### src/rtl/ysyx_22040237_mcyc_ctrl.sv
// Multi-cycle instruction sequencer: fetch, decode, execute, memory and write-back
// handshakes with a per-wait-state watchdog and retired/busy cycle counters.
module ysyx_22040237_mcyc_ctrl #(
  parameter int unsigned TIMEOUT = 1024
) (
  input  logic        clk,
  input  logic        rst,
  input  logic        start,
  output logic        if_req_valid,
  input  logic        if_req_ready,
  input  logic        if_rsp_valid,
  input  logic        dec_is_mem,
  input  logic        dec_is_multi,
  input  logic        dec_ebreak,
  input  logic        dec_invalid,
  output logic        exu_start,
  input  logic        exu_done,
  output logic        lsu_req_valid,
  input  logic        lsu_req_ready,
  input  logic        lsu_rsp_valid,
  output logic        wb_en,
  output logic        pc_update,
  output logic        busy,
  output logic        halted,
  output logic [1:0]  halt_code,
  output logic [63:0] inst_cnt,
  output logic [63:0] cycle_cnt
);

  localparam int unsigned WDW = $clog2(TIMEOUT) + 1;

  typedef enum logic [3:0] {
    S_IDLE, S_FETCH, S_FWAIT, S_DECODE, S_EXEC, S_MREQ, S_MWAIT, S_WB, S_HALT
  } state_t;

  state_t         state, next;
  logic [WDW-1:0] wd;
  logic           is_mem_q, is_multi_q;
  logic           waiting, exit_ok, wd_expired;
  logic [1:0]     next_code;

  assign wd_expired    = (wd == WDW'(TIMEOUT - 1));
  assign if_req_valid  = (state == S_FETCH);
  assign lsu_req_valid = (state == S_MREQ);
  assign busy          = (state != S_IDLE) && (state != S_HALT);
  assign halted        = (state == S_HALT);

  always_comb begin
    next      = state;
    waiting   = 1'b0;
    exit_ok   = 1'b0;
    next_code = halt_code;
    case (state)
      S_IDLE:   if (start) next = S_FETCH;
      S_FETCH: begin
        waiting = 1'b1;
        exit_ok = if_req_ready;
        if (if_req_ready) next = if_rsp_valid ? S_DECODE : S_FWAIT;
      end
      S_FWAIT: begin
        waiting = 1'b1;
        exit_ok = if_rsp_valid;
        if (if_rsp_valid) next = S_DECODE;
      end
      S_DECODE: begin
        if (dec_invalid) begin
          next      = S_HALT;
          next_code = 2'd2;
        end else if (dec_ebreak) begin
          next      = S_HALT;
          next_code = 2'd1;
        end else begin
          next = S_EXEC;
        end
      end
      S_EXEC: begin
        waiting = 1'b1;
        exit_ok = !is_multi_q || exu_done;
        if (exit_ok) next = is_mem_q ? S_MREQ : S_WB;
      end
      S_MREQ: begin
        waiting = 1'b1;
        exit_ok = lsu_req_ready;
        if (lsu_req_ready) next = lsu_rsp_valid ? S_WB : S_MWAIT;
      end
      S_MWAIT: begin
        waiting = 1'b1;
        exit_ok = lsu_rsp_valid;
        if (lsu_rsp_valid) next = S_WB;
      end
      S_WB:     next = S_FETCH;
      S_HALT:   next = S_HALT;
      default:  next = S_IDLE;
    endcase
    // A wait that is satisfied on its last allowed cycle still proceeds normally
    if (waiting && !exit_ok && wd_expired) begin
      next      = S_HALT;
      next_code = 2'd3;
    end
  end

  always_ff @(posedge clk or negedge rst) begin
    if (!rst) begin
      state      <= S_IDLE;
      wd         <= '0;
      is_mem_q   <= 1'b0;
      is_multi_q <= 1'b0;
      exu_start  <= 1'b0;
      wb_en      <= 1'b0;
      pc_update  <= 1'b0;
      halt_code  <= '0;
      inst_cnt   <= '0;
      cycle_cnt  <= '0;
    end else begin
      state      <= next;
      wd         <= (next != state || !waiting) ? '0 : wd + WDW'(1);
      if (state == S_DECODE) begin
        is_mem_q   <= dec_is_mem;
        is_multi_q <= dec_is_multi;
      end
      exu_start  <= (state == S_DECODE) && (next == S_EXEC);
      wb_en      <= (next == S_WB);
      pc_update  <= (next == S_WB);
      halt_code  <= next_code;
      if (state == S_WB) inst_cnt <= inst_cnt + 64'd1;
      if (busy) cycle_cnt <= cycle_cnt + 64'd1;
    end
  end

endmodule

### config.mk
export PLATFORM = sky130hd
export DESIGN_NAME = ysyx_22040237_mcyc_ctrl
export DESIGN_NICKNAME = d
export VERILOG_FILES = /design/src/rtl/ysyx_22040237_mcyc_ctrl.sv
export SDC_FILE = /design/constraint.sdc
export NUM_CORES = 1
export LEC_CHECK = 0
export ABC_CLOCK_PERIOD_IN_PS = 2900
export CAP_MARGIN = 10
export CORE_UTILIZATION = 51
export DETAILED_ROUTE_END_ITERATION = 10
export PLACE_DENSITY = 0.79
export REMOVE_ABC_BUFFERS = 1
export SETUP_SLACK_MARGIN = 0.4
export SLEW_MARGIN = 20
export SYNTH_ARGS = -nofsm -noshare
export SYNTH_HDL_FRONTEND = slang
export SYNTH_SLANG_ARGS = --single-unit
### constraint.sdc
create_clock -name clk -period 2.9 [get_ports clk]
set_input_delay 0.435 -clock clk [delete_from_list [all_inputs] [get_ports clk]]
set_output_delay 0.435 -clock clk [all_outputs]
set_load 0.03 [all_outputs]
==> flow_summary.toml <==
[setup_path]
critPathArrivalTime_ns = 2.70
slowest_delay_ns = 0.64
timing.rr.start = "state[3]$_DFF_PN0_"
worst_ep_required_time_ns = 3.24
path_class = "register to register"
rr_endpoint = "wd[5]$_DFF_PN0_"
slowest_stage = "or4_4"
rrSetupSlack_ns = 0.54
crit_chain = "nor3b_1 -> a32o_1 -> and4b_4 -> or4_4 -> nor3_2"
crit_path_end_kind = "register"
path_max_fanout = 13
start_kind = "register"
rr_worst_depth = 5

[yosys]
syn_area_um2 = 7070
ys_warn_count = 0
synth_cells = 658
synth.top_cell.area_share_pct = 52.8
synthTopCellsByArea = "dfrtp_1 (53%), xnor2_1 (10%), xor2_1 (6.3%)"
synth.mux.area_fraction_pct = 0.779
yosysTopAreaCell = "dfrtp_1"
synthFlopType = "dfrtp_1"
ys_ff_latch = 149
synth-adder-area-share_pct = 0.531
synth_xor_area_share_pct = 16.7
synthSimpleGateAreaFrac_pct = 26.1
async_reset_ff_share_pct = 100
synth.distinct_cells = 43
synth_top_family_by_area = "simple AND/OR/NAND/NOR gates"
synth_compound_area_share_pct = 1.20
avgSynthCellArea_um2 = 10.7
synth-edff-count = 0
synth.yosys.seq_area_share_pct = 52.8

[clock_tree]
cts-htree-levels = 4
cts.sinks = 149
clk_pin_slew_worst_paths_ns = 0.06
cts_made_buffers = 17
clk_latency_ns = 0.43
cts_tree = "yes"
cts_setup_buffers = 0
clk_path_buf_depth = 2
cts_root_buf = "clkbuf_16"

[floorplan]
start_util_pct = 52.7
fp.dieW_um = 120
die_area_um2 = 14300
coreArea_um2 = 13400
placementRows = 42
die_height_um = 120
num_io_pins = 149

[routing]
drtIter0Drc = 506
met2WireLength_um = 7920
routed_wl_um = 16400
met3_length_um = 805
antenna_left = 0
route.top_layer_used = "met4"
drc = 0
vias = 5705
viasPerCell = 5.65
wl_met1_um = 7200
drt-wirelength-per-cell_um = 16.2
dr.pass1.iters = 5

[placed_design]
io_buffers = 148
hpwl_um = 11700
dpl.cell_count = 977
place_congestion = 0.843

[power_and_ir_drop]
irDropWorstVdd_v = 0.000481
leakagePower_nw = 4.08
total_power_w = 0.00588
power.density_nw_per_um2 = 625

[cells_and_area]
final_cell_mix = "dfrtp_1 (148), clkdlybuf4s50_1 (143), xnor2_1 (84), nand2_1 (57)"
fillers = 962
drive_gt1_share_pct = 8.03
final_common_cell = "dfrtp_1"
finalNonFillerCells = 1010
nets = 836
areaGrowthSynthToFinish_pct = 33.1
diodes = 0

[global_routing]
grt_pass1_vias = 5500
grt_usage_pct = 24.4
overflow = 0
antenna_found_initial = 0
grt_pass1_wl_um = 27400
grt_max_degree = 94

[sta]
fmax_ghz = 0.424
maxSlewHeadroom_pct = 51.7
tightestPinTransition_ns = 0.720
fin_crit_ns = 2.36
hold_viol_final = 0
finalCritPeriodShare_pct = 81.2
maxSlewViolCount = 0
rsz0062_at_grt = "no"
fin_skew_ns = 0.00918
setup_violations = 0
timing.hold.ws_ns = 0.369

[outcome]
status = "finished clean"

[hold_path]
min_path_type = "primary input to asynchronous set/reset pin"

[run]
maxCapViolCount = 0
## worst max path at each step
stage,startpoint,to,slack (ns),depth (start not counted)
2_1_floorplan,state[2]$_DFF_PN0_,wd[10]$_DFF_PN0_,-0.08,5
3_3_place_gp,lsu_req_ready,wd[10]$_DFF_PN0_,0.41,6
3_5_place_dp,lsu_req_ready,wd[10]$_DFF_PN0_,0.32,6
4_1_cts,state[0]$_DFF_PN0_,halted,0.43,5
5_1_grt,state[3]$_DFF_PN0_,inst_cnt[47]$_DFFE_PN0N_,0.44,5
6_report,state[3]$_DFF_PN0_,wd[5]$_DFF_PN0_,0.54,5
## cells in the mapped netlist, types with 2 or more instances
| master | instances |
|---|---|
| dfrtp_1 | 149 |
| xnor2_1 | 84 |
| nand2_1 | 57 |
| nand4_1 | 51 |
| xor2_1 | 51 |
| nand3_1 | 47 |
| nor3_1 | 37 |
| nor2_1 | 35 |
| and3_1 | 26 |
| and4_1 | 16 |
| inv_1 | 13 |
| nor4_1 | 13 |
| and2_1 | 11 |
| nor3_2 | 11 |
| buf_2 | 5 |
| nand2b_1 | 5 |
| a21oi_1 | 4 |
| clkbuf_1 | 4 |
| mux2_2 | 4 |
| buf_6 | 3 |
| ha_1 | 3 |
| nor4_2 | 3 |
| or2_2 | 3 |
| a32o_1 | 2 |
| nor2b_1 | 2 |
| o21ai_0 | 2 |
## repair_timing
action                                  in CTS  in global routing
endpoints found under the hold margin        6                  0
hold buffers                                 1                  0
endpoints found under the setup margin       3                  2
resized for setup                            4                  3
## cells by family (layout without fill, tap and decap cells)
kind of cell | after synthesis | in the layout
XOR/XNOR | 135 | 135
adder cells (fa/ha/maj) | 3 | 3
flip-flops | 149 | 149
multiplexers | 5 | 5
AND/OR/NAND/NOR | 327 | 327
buffers and inverters | 27 | 203
AO/OA/AOI/OAI | 12 | 12
## power breakdown
group	internal, W	switching, W	leakage (nW)	total, W
clock network	0.00152	0.000854	0.299	0.00238
logic	0.000440	0.000678	1.72	0.00112
registers	0.00220	0.000185	2.05	0.00239
total	0.00417	0.00172	4.08	0.00588
## metrics by stage
stage,util [%],setup slack (ns),TNS [ns],cell area [um^2]
detailed placement,65.4,0.322,0,8770
floorplan,-,-0.0793,-0.570,6980
CTS,70.2,0.429,0,9410
global placement,65.4,0.407,0,8770
global route,70.2,0.445,0,9410
finish,70.2,0.544,0,9410
## state kept, by name, summed over array words and instances, names as in the netlist
signal	cells
exu_start	1
halt_code	2
wd	11
is_mem_q	1
inst_cnt	64
is_multi_q	1
pc_update	1
state	4
cycle_cnt	64
## metal layers
layer	vias to the layer above	global-route usage, %
met2	204	38.8
met1	2808	32.1
met5	-	0
met4	0	11.5
li1	2656	-
met3	37	4.75
## area by class of cell
type / count / area (um^2) / share of cell area, %
Timing Repair Buffer: 158 / 1570 / 16.7
Inverter: 13 / 48.8 / 0.519
Clock buffer: 19 / 433 / 4.60
Clock inverter: 13 / 204 / 2.17
Multi-Input combinational cell: 482 / 3210 / 34.1
Sequential cell: 149 / 3730 / 39.6
Tap cell: 176 / 220 / 2.34
## critical path, delay by kind of cell, from the launching register on
| family | cells | cell delay, ns |
|---|---|---|
| flops | 1 | 0.53 |
| simple gates | 4 | 1.52 |
| compound gates | 1 | 0.23 |
No activity file was read; power rests on OpenSTA's default activity.
==> RTL edit (same flow settings) <==
Re-encode `state_t` (9 states) as Gray code, 4 bits wide.
--- a/src/rtl/ysyx_22040237_mcyc_ctrl.sv
+++ b/src/rtl/ysyx_22040237_mcyc_ctrl.sv
@@ -30,7 +30,7 @@
   localparam int unsigned WDW = $clog2(TIMEOUT) + 1;
 
   typedef enum logic [3:0] {
-    S_IDLE, S_FETCH, S_FWAIT, S_DECODE, S_EXEC, S_MREQ, S_MWAIT, S_WB, S_HALT
+    S_IDLE = 4'b0000, S_FETCH = 4'b0001, S_FWAIT = 4'b0011, S_DECODE = 4'b0010, S_EXEC = 4'b0110, S_MREQ = 4'b0111, S_MWAIT = 4'b0101, S_WB = 4'b0100, S_HALT = 4'b1100
   } state_t;
 
   state_t         state, next;
Check against the original RTL: no difference found for any inputs over 10 cycles, from zero or initial values and one cycle with rst low; not proved beyond that.
==> RTL edit against the original RTL <==
The run now ends with hold timing left. Total power decreased by 0.31%. Worst setup slack gained 68 ps. Cell area rose by 1.1%. Routed wire length up 2.2%. Area after synthesis rose by 1.9%. Count of clock-buffer cells in the layout is 1 lower. Die area grew 1.8%. Sequential share of layout area down 0.40 points. Non-clock buffer count is 3 higher. Sequential cell count unchanged.
==> RTL edit: results (changes against the original RTL) <==
| Metric | Value |
|---|---|
| Outcome | `complete, but fails checks` |
| VDD IR max | `0.805 mV (+67%)` |
| Clk slew on worst S/H paths | `60 ps (about the same)` |
| Net Sw Frac | `33.2% (+4.0 points)` |
| CTS resizes | `8 (+4)` |
| Ys flop type | `dfrtp_1` |
| Logic pwr share | `23.9% (+4.9 points)` |
| Worst reg2reg path endpoint | `cycle_cnt[33]` |
| WP data arrival | `2620 ps (-80 ps)` |
| Synth Instances | `659 (+0.15%)` |
| DR WL/cell | `16.5 um (+1.9%)` |
| Via density | `5.65 (+0.11%)` |
| Largest net degree at the start of global routing | `70 (-26%)` |
| Slowest stage delay, CP | `540 ps (-100 ps)` |
| Fin Hold WS | `-1.58 ps (-371 ps)` |
| Leak | `4.11 nW (+0.81%)` |
| Hold Fails Final Rpt | `3 (+3)` |
| CP top delay family | `simple AND/OR/NAND/NOR gates` |
| Util after Layout | `68.8% (-1.5 points)` |
| Flop-to-flop setup slack | `610 ps (+70 ps)` |
| Part of the Yosys area used for sequential elements | `51.8% (-0.96 points)` |
| Placed Cells | `980 (+0.31%)` |
| # fillers | `1004 (+4.4%)` |
| Clock power share | `34.8% (-5.6 points)` |
| Worst path slowest cell | `dfrtp_2` |
| Netlist cell types | `59 (+37%)` |
| Post-synth top cells | `dfrtp_1, xnor2_1, nand2_1, xor2_1, nand3_1` |
| Area contributors post-synth | `dfrtp_1, xnor2_1, xor2_1` |
| Post-Synth Adder-Cell Area | `0.521% (-0.0097 points)` |
| Port bufs | `148 (unchanged)` |
| Worst R2R Start | `state[2]` |
| Mux cell area share after synthesis | `0.765% (-0.014 points)` |
| GRT Total Usage | `23.9% (-0.47 points)` |
| Xor/xnor share of the synthesized area | `16.3% (-0.43 points)` |
| Final std cells w/o fill | `1013 (+0.30%)` |
| CP startpoint | `state[2]` |
| Post-CTS Setup Inserts | `0 (unchanged)` |
| Routability cong. | `0.932 (+11%)` |
| Clock Skew | `10.8 ps (+1.67 ps)` |
| Violated checks | `hold timing` |
| Layout cells sized above 1 | `9.12% (+1.1 points)` |
| Final nets | `835 (-0.12%)` |
| Crit Path Max Fanout | `16 (+3)` |
| First-pass GRT wire length | `27.4 mm (about the same)` |
| Initial DRC Count | `468 (-7.5%)` |
| HPWL after detailed placement | `11.7 mm (+0.74%)` |
| Synth Area in Compound Gates | `3.27% (+2.1 points)` |
| Area post-placement | `0.00890 sq mm (+1.5%)` |
| Worst-margin pin slew | `679 ps (-40.3 ps)` |
RTL edit: cell types whose count changed after synthesis, sizes merged, moves of 5 or more:
| cell | change |
|---|---|
| o21ai | +5 |
| nor4 | +12 |
| or3 | +6 |
| nor4b | +5 |
| and3 | -6 |
| nor3 | -22 |
| nand4 | -11 |
RTL edit: cell type report:
cell class | count | share of cell area [%]
sequential | 149 | 39.2
multi-input combinational | 474 | 35.0
timing repair buffer | 161 | 16.9
clock buffer | 18 | 4.51
tap | 180 | 2.37
clock inverter | 14 | 1.25
inverter | 17 | 0.671
RTL edit: per-stage QoR:
stage                     power, W  worst slack [ps]
final                      0.00587               612
after global routing       0.00613               411
after CTS                  0.00588               347
after detailed placement   0.00381             -9.64
after global placement     0.00377               146
after floorplan            0.00327               431
RTL edit: per-layer routing:
layer  GRT usage (%)  wire, um  vias up
li1                -         -     2653
met1            31.0      7100     2852
met2            39.0      8420      196
met3            6.18       940       27
met4            7.95       295        0
met5               0         0        -
